[src/rtl/fir_sum_reader.sv]
// fir_sum_reader: drains fir_filter_core results over its empty/read port, scales and
// saturates each sum, and offers it on a valid/ready port. Optional macro: FIR_READER_ROUND_EN.
module fir_sum_reader #(
  parameter int unsigned SUM_W    = 32,
  parameter int unsigned OUT_W    = 16,
  parameter int unsigned SHIFT    = 8,
  parameter int unsigned READ_LAT = 1
) (
  input  logic             clk3,
  input  logic             reset,
  input  logic             enable,
  input  logic             empty,
  output logic             read,
  input  logic [SUM_W-1:0] sum,
  output logic [OUT_W-1:0] out_data,
  output logic             out_valid,
  input  logic             out_ready,
  output logic [15:0]      result_count,
  output logic             sat_flag
);

  localparam int unsigned CNT_W = (READ_LAT > 1) ? $clog2(READ_LAT) : 1;
  localparam int unsigned CNT_OUT_W = 16;
  localparam logic [CNT_W-1:0] CNT_INIT = CNT_W'(READ_LAT - 1);

  typedef enum logic [1:0] {
    S_IDLE = 2'd0,
    S_POP  = 2'd1,
    S_WAIT = 2'd2,
    S_HOLD = 2'd3
  } state_t;

  state_t                 state_q, state_d;
  logic                   read_q, read_d;
  logic [CNT_W-1:0]       cnt_q, cnt_d;
  logic                   out_valid_q, out_valid_d;
  logic [OUT_W-1:0]       out_data_q, out_data_d;
  logic [CNT_OUT_W-1:0]   count_q, count_d;
  logic                   sat_q, sat_d;

  logic signed [SUM_W:0]  sum_ext;
  logic signed [SUM_W:0]  t_ext;
  logic [SUM_W-OUT_W+1:0] t_upper;
  logic                   fits;
  logic                   sat_pos;
  logic                   sat_neg;
  logic [OUT_W-1:0]       scaled;

`ifdef FIR_READER_ROUND_EN
  // Half-LSB bias; zero when SHIFT==0 so no rounding is applied.
  localparam logic signed [SUM_W:0] RND = ((SUM_W+1)'(1) << SHIFT) >> 1;
`endif

  // Shift at SUM_W+1 bits so the rounding add cannot wrap, then clamp to OUT_W.
  always_comb begin
    sum_ext = {sum[SUM_W-1], sum};
`ifdef FIR_READER_ROUND_EN
    t_ext   = (sum_ext + RND) >>> SHIFT;
`else
    t_ext   = sum_ext >>> SHIFT;
`endif
    t_upper = t_ext[SUM_W:OUT_W-1];
    fits    = (&t_upper) | ~(|t_upper);
    sat_pos = ~t_ext[SUM_W] & ~fits;
    sat_neg =  t_ext[SUM_W] & ~fits;
    if (sat_pos) begin
      scaled = {1'b0, {(OUT_W-1){1'b1}}};
    end else if (sat_neg) begin
      scaled = {1'b1, {(OUT_W-1){1'b0}}};
    end else begin
      scaled = t_ext[OUT_W-1:0];
    end
  end

  // State and output registers.
  always_ff @(posedge clk3) begin
    if (reset) begin
      state_q     <= S_IDLE;
      read_q      <= 1'b0;
      cnt_q       <= '0;
      out_valid_q <= 1'b0;
      out_data_q  <= '0;
      count_q     <= '0;
      sat_q       <= 1'b0;
    end else begin
      state_q     <= state_d;
      read_q      <= read_d;
      cnt_q       <= cnt_d;
      out_valid_q <= out_valid_d;
      out_data_q  <= out_data_d;
      count_q     <= count_d;
      sat_q       <= sat_d;
    end
  end

  // Next-state logic; a held result blocks further pops until accepted.
  always_comb begin
    state_d = state_q;
    case (state_q)
      S_IDLE: if (enable && !empty) state_d = S_POP;
      S_POP:  state_d = S_WAIT;
      S_WAIT: if (cnt_q == '0) state_d = S_HOLD;
      S_HOLD: if (out_valid_q && out_ready) state_d = S_IDLE;
      default: state_d = S_IDLE;
    endcase
  end

  // Output/datapath next values.
  always_comb begin
    read_d      = 1'b0;
    cnt_d       = cnt_q;
    out_valid_d = out_valid_q;
    out_data_d  = out_data_q;
    count_d     = count_q;
    sat_d       = sat_q;
    case (state_q)
      S_IDLE: begin
        if (enable && !empty) read_d = 1'b1;
      end
      S_POP: begin
        cnt_d = CNT_INIT;
      end
      S_WAIT: begin
        if (cnt_q == '0) begin
          out_data_d  = scaled;
          out_valid_d = 1'b1;
          sat_d       = sat_q | sat_pos | sat_neg;
        end else begin
          cnt_d = cnt_q - 1'b1;
        end
      end
      S_HOLD: begin
        if (out_valid_q && out_ready) begin
          out_valid_d = 1'b0;
          count_d     = count_q + 1'b1;
        end
      end
      default: begin
        out_valid_d = 1'b0;
      end
    endcase
  end

  assign read         = read_q;
  assign out_data     = out_data_q;
  assign out_valid    = out_valid_q;
  assign result_count = count_q;
  assign sat_flag     = sat_q;

endmodule

[config.mk]
export PLATFORM = sky130hd
export DESIGN_NAME = fir_sum_reader
export DESIGN_NICKNAME = d
export VERILOG_FILES = /design/src/rtl/fir_sum_reader.sv
export SDC_FILE = /design/constraint.sdc
export NUM_CORES = 1
export LEC_CHECK = 0
export ABC_AREA = 1
export BUFFER_PORTS_ARGS = -buffer_cell sky130_fd_sc_hd__buf_2
export CAP_MARGIN = 10
export CORE_MARGIN = 2
export CORE_UTILIZATION = 40
export DETAILED_ROUTE_END_ITERATION = 16
export HOLD_SLACK_MARGIN = 0.03
export PLACE_DENSITY = 0.76
export SLEW_MARGIN = 20
export SYNTH_ARGS = -nofsm -noshare
export SYNTH_HDL_FRONTEND = slang
export SYNTH_SLANG_ARGS = --single-unit
export TNS_END_PERCENT = 1
[constraint.sdc]
create_clock -name clk3 -period 1.3 [get_ports clk3]
set_clock_uncertainty 0.05 [all_clocks]
set_input_delay 0.13 -clock clk3 [delete_from_list [all_inputs] [get_ports clk3]]
set_output_delay 0.13 -clock clk3 [all_outputs]
set_load 0.01 [all_outputs]
Word-level counts from Yosys, hierarchy flattened. Index checks and enable logic that the tools add are counted.

Shift-type cells: 0. $mul: 0. $add $sub $neg: 2. Muxes and demuxes: 12. Equality and inequality tests: 6. $lt $le $gt $ge: 0. Div/mod/pow operators: 0. Reductions and logical operators: 13. Bitwise operators: 10.

Operators by type and width (count): 16-bit two-way mux (2); 16-bit by 1-bit adder with 16-bit output (second input constant) (1); 9-bit AND reduction (1); 9-bit OR reduction (1); 2-bit case mux with 4 select lines (1); 2-bit two-way mux (3); 2-bit inequality test (second input constant) (3); 3-bit AND reduction (2); 1-bit inverter (5); 2-bit == test (second input constant) (2); 1-bit two-way mux (4); 1-bit case mux with 2 select lines (2); 2-bit AND reduction (2); 2-bit nonzero test (2); 1-bit bitwise OR (3); 1-bit AND (2); 2-bit by 1-bit == test with 1-bit output (second input constant) (1); 1-bit logical AND (2); 2-bit logical NOT (1); 2-bit OR reduction (1); 1-bit logical NOT (1); 1-bit subtractor (second input constant) (1).

Latch bits: 0. Flip-flop bits (word level): 38. Bits in writable memories: 0. Memory bits (read-only): 0. Memories kept: 0.

Depth between registers and ports, before layout.
Word-level depth: 7. Depth in mapped cells: 9. Gate-level depth less buffers: 9.

Worst setup path before layout. Ideal clock, no wire load.

Path kind: register -> register. Start: register state_q[0]. End: register out_data_q[10] (netlist: out_data[10]). Data arrival time: 1.264 ns. Cell stages (with the launch flop): 9. Buffers on the path: 1. Slack: -0.070 ns. Cell sequence: dfxtp_1 > inv_1 > ha_1 > inv_1 > clkbuf_1 > nand2_1 > nand3_1 > nand2_1 > inv_1.

Cells in the longest elaborated chain, start to end: 2.

Ends and longest elaborated chain: start, declared (line 33) `state_t state_q, state_d;`; start signal, assigned (line 86) `state_q <= state_d;`; 2-bit == test (line 116) `case (state_q)`; 2-bit AND reduction (no source line); end signal, assigned (line 90) `out_data_q <= out_data_d;`; end, declared (line 37) `logic [OUT_W-1:0] out_data_q, out_data_d;`.

No other way between the ends. A chain may end at the register's enable or synchronous reset.

Worst setup path after layout.
Start: register state_q[0]. End: register count_q[8] (netlist: result_count[8]).

Cells in the longest elaborated chain, start to end: 2.

Ends and longest elaborated chain: 2-bit == test (line 116); 2-bit AND reduction (no source line); end signal, assigned (line 91) `count_q <= count_d;`; end, declared (line 38) `logic [CNT_OUT_W-1:0] count_q, count_d;`.

No other way between the ends.

==> flow_summary.rst <==
.. list-table::
   :header-rows: 1

   * - Metric
     - Value
   * - Result of the run
     - complete, but fails checks
   * - Failing checks
     - negative setup slack
   * - Total cell area at the placement stage
     - 2360 µm²
   * - Category of the worst setup path capture point
     - register
   * - Critical path start-end classification
     - reg -> reg
   * - Final cycle utilization of the critical path
     - 101%
   * - Number of flops mapped to enable cells by yosys
     - 0
   * - Worst-path clk slew
     - 0.07 ns
   * - Share of the synthesized area in the top cell type
     - 39.1%
   * - Avg WL per Cell
     - 10.4 µm
   * - Fin. max-slew vios
     - 0
   * - Antenna Nets Post-Route
     - 0
   * - Clock tree root driver cell
     - clkbuf_8
   * - Final weighted congestion in routability-driven placement
     - 0.791
   * - Final instance area
     - 2570 µm²
   * - Final Hold Viols
     - 0
   * - Final routed DRC violation total
     - 0
   * - Y dimension of the die
     - 72.8 µm
   * - Adder-cell area share of the yosys netlist
     - 3.30%
   * - Number of register bits inferred by synthesis
     - 37
   * - Worst Setup Slack, final
     - -0.0146 ns
   * - Depth of the worst register-to-register path
     - 6
   * - Max Buffers Root-to-Sink
     - 2
   * - Crit-path max FO
     - 4
   * - Critical Path RT
     - 1.43 ns
   * - Total power
     - 3580 µW
   * - Worst supply voltage drop on vdd
     - 687 µV
   * - Timing-limited maximum frequency
     - 761 MHz
   * - Distinct cell type count of the synthesized netlist
     - 28
   * - Number of antenna repair diodes
     - 0
   * - Vias per Instance
     - 4.65
   * - Simple-Gate Fraction of Synth Area
     - 39.7%
   * - Cell area after synthesis
     - 1890 µm²
   * - TritonCTS Buffers
     - 5
   * - Maximum number of pins on one net before global-route repair
     - 16
   * - Worst-margin pin slew
     - 0.306 ns
   * - Wire length of the first global-routing pass
     - 7.01 mm
   * - Pre-Repair DR Iteration Count
     - 4
   * - Via count of the first global-routing pass
     - 1646
   * - Final setup violating endpoints
     - 2
   * - RSZ-0062 raised after global routing
     - yes
   * - Sequential area share after synthesis
     - 39.1%
   * - Cells after Synth
     - 278
   * - Layout cell share with drive strength beyond 1
     - 34.6%
   * - Fraction of the mapped netlist area in compound gates
     - 6.01%
   * - Number of warnings printed during yosys synthesis
     - 0
   * - Global-route congestion overflow total
     - 0
   * - Multiplexer share of the synthesized area
     - 0%
   * - Class of the most critical hold timing path
     - in -> reg
   * - Initial Util
     - 40.9%
   * - Relative area change from synthesis to final layout
     - 35.8%
   * - Die footprint
     - 5300 µm²
   * - Boundary pin count
     - 72
   * - CTS tree
     - yes
   * - Library cell occupying the most area in the post-synthesis netlist
     - dfxtp_1
   * - Number of levels in the clock H-tree
     - 2
   * - Total via count in the routed design
     - 1917
   * - Max transition margin
     - 79.4%
   * - Area of the placeable core
     - 4630 µm²
   * - Rows
     - 25
   * - Port buffer count
     - 63
   * - Leakage power
     - 0.00140 µW
   * - First-iteration detailed-routing DRC count
     - 69
   * - Most instantiated flip-flop cell in the synthesis netlist
     - dfxtp_1
   * - Filler cell count in the final layout
     - 459
   * - Clock latency of the later-clocked register in the worst-skew pair
     - 0.29 ns
   * - Largest family of logic cells by synthesized area
     - simple AND/OR/NAND/NOR gates
   * - Critical Path Source Type
     - register
   * - Number of antenna violations at the first check in global routing
     - 0
   * - Leading post-synthesis cells by instance count
     - 73 x nand2_1, 43 x inv_1, 37 x dfxtp_1, 36 x nand3_1, 25 x nor2_1
   * - Total routing usage reported by global routing
     - 16.7%
   * - Number of max-cap violations
     - 0
   * - Mapped Nets
     - 320
   * - Final-stage net count
     - 399
   * - Leading cell types by total area after synthesis
     - dfxtp_1 39%, nand2_1 14%, nand3_1 9.5%, inv_1 8.5%, nor2_1 5.0%
   * - Final critical-path required period
     - 1.31 ns
   * - Chip width
     - 72.8 µm
   * - Post-placement setup slack
     - -0.0747 ns
   * - Final HPWL from detailed placement
     - 3.12 mm
   * - Data arrival time at the worst-slack endpoint
     - 1.45 ns
   * - Routed wire length
     - 4.27 mm
   * - Depth of the worst hold-timing path
     - 4
   * - Synth async-reset ratio
     - 0%
   * - Most repeated cell in the gate-level netlist after synthesis
     - nand2_1
   * - Mean area per synthesized cell
     - 6.81 µm²
   * - Share of the synthesized netlist area taken by xor and xnor gates
     - 0%
   * - Sink Count
     - 37
   * - Power density of the placed cells
     - 1390 nW/µm²
[state kept, by name (all words and copies together), names as in the netlist]
name	flops
sat_flag	1
result_count	16
out_valid	1
state_q	2
read	1
out_data	16
[through the flow]
| step | TNS [ns] | cells | hold WS, ns | util [%] |
|---|---|---|---|---|
| after global placement | -0.446 | 400 | 0.263 | 51.0 |
| after floorplan | -0.00148 | 278 | 0.157 | - |
| final | -0.0233 | 412 | 0.0865 | 55.6 |
| after CTS | -0.162 | 412 | 0.0793 | 54.4 |
| after global routing | -0.606 | 412 | 0.104 | 55.6 |
| after detailed placement | -1.11 | 400 | 0.264 | 51.0 |
[path summary, 6_finish.rpt]
check / startpoint / end / slack [ns]
max: state_q[0] / result_count[8] / -0.01
min reg2reg: result_count[2] / result_count[2] / 0.40
max reg2reg: state_q[0] / result_count[8] / -0.01
min: reset / read / 0.09
[kinds of logic after synthesis]
| group | after synthesis |
|---|---|
| buffers and inverters | 56 |
| adder cells (fa/ha/maj) | 5 |
| AND/OR/NAND/NOR | 159 |
| flip-flops | 37 |
| AO/OA/AOI/OAI | 21 |
[what timing repair did]
item | 4_1_cts | 5_1_grt
hold buffers | 2 | 0
resized for setup | 8 | 19
gates cloned | 1 | 0
setup endpoints to repair | 22 | 31
pin swaps | 5 | 5
buffers inserted | 1 | 0
endpoints found under the hold margin | 1 | 0
[where the power goes]
part           internal [µW]  switching (µW)
Combinational            606             734
Clock                    372             402
Sequential              1340             122
[metal layers]
| layer | GRT usage [%] | part of all wire (%) | up-vias |
|---|---|---|---|
| li1 | - | - | 1025 |
| met1 | 20.8 | 46 | 837 |
| met2 | 28.1 | 47 | 49 |
| met3 | 4.28 | 5.5 | 6 |
| met4 | 5.56 | 1.2 | 0 |
| met5 | 0 | 0 | - |
[layout by cell type, fill, tap and decap left out, drive strengths merged]
master | synthesis | layout
nand4 | 3 | 3
buf | 8 | 78
ha | 5 | 5
nor3 | 9 | 9
nand3 | 39 | 39
nand3b | 1 | 1
dlygate4sd3 | 0 | 2
o21bai | 1 | 1
clkbuf | 1 | 6
nor2 | 29 | 30
nand2 | 77 | 77
o21a | 1 | 1
clkinv | 0 | 2
o21ai | 9 | 9
a21oi | 10 | 10
inv | 47 | 47
and2 | 1 | 1
dfxtp | 37 | 37
[worst max-delay path, stage by stage, from the launching register on]
cell and delay (ns):
dfxtp_4 0.38, ha_4 0.16, nand3_4 0.11, nor3_4 0.19, nand2_1 0.11, o21ai_1 0.15
nor2_1 0.05
[layout make-up]
type / instances / area (µm²) / area share (%)
clock buffer: 6 / 72.6 / 2.82
timing repair buffer: 80 / 459 / 17.9
inverter: 47 / 176 / 6.86
clock inverter: 2 / 10.0 / 0.389
tap: 54 / 67.6 / 2.63
sequential: 37 / 753 / 29.3
multi-input combinational: 186 / 1030 / 40.2
(Power assumes the default switching activity.)
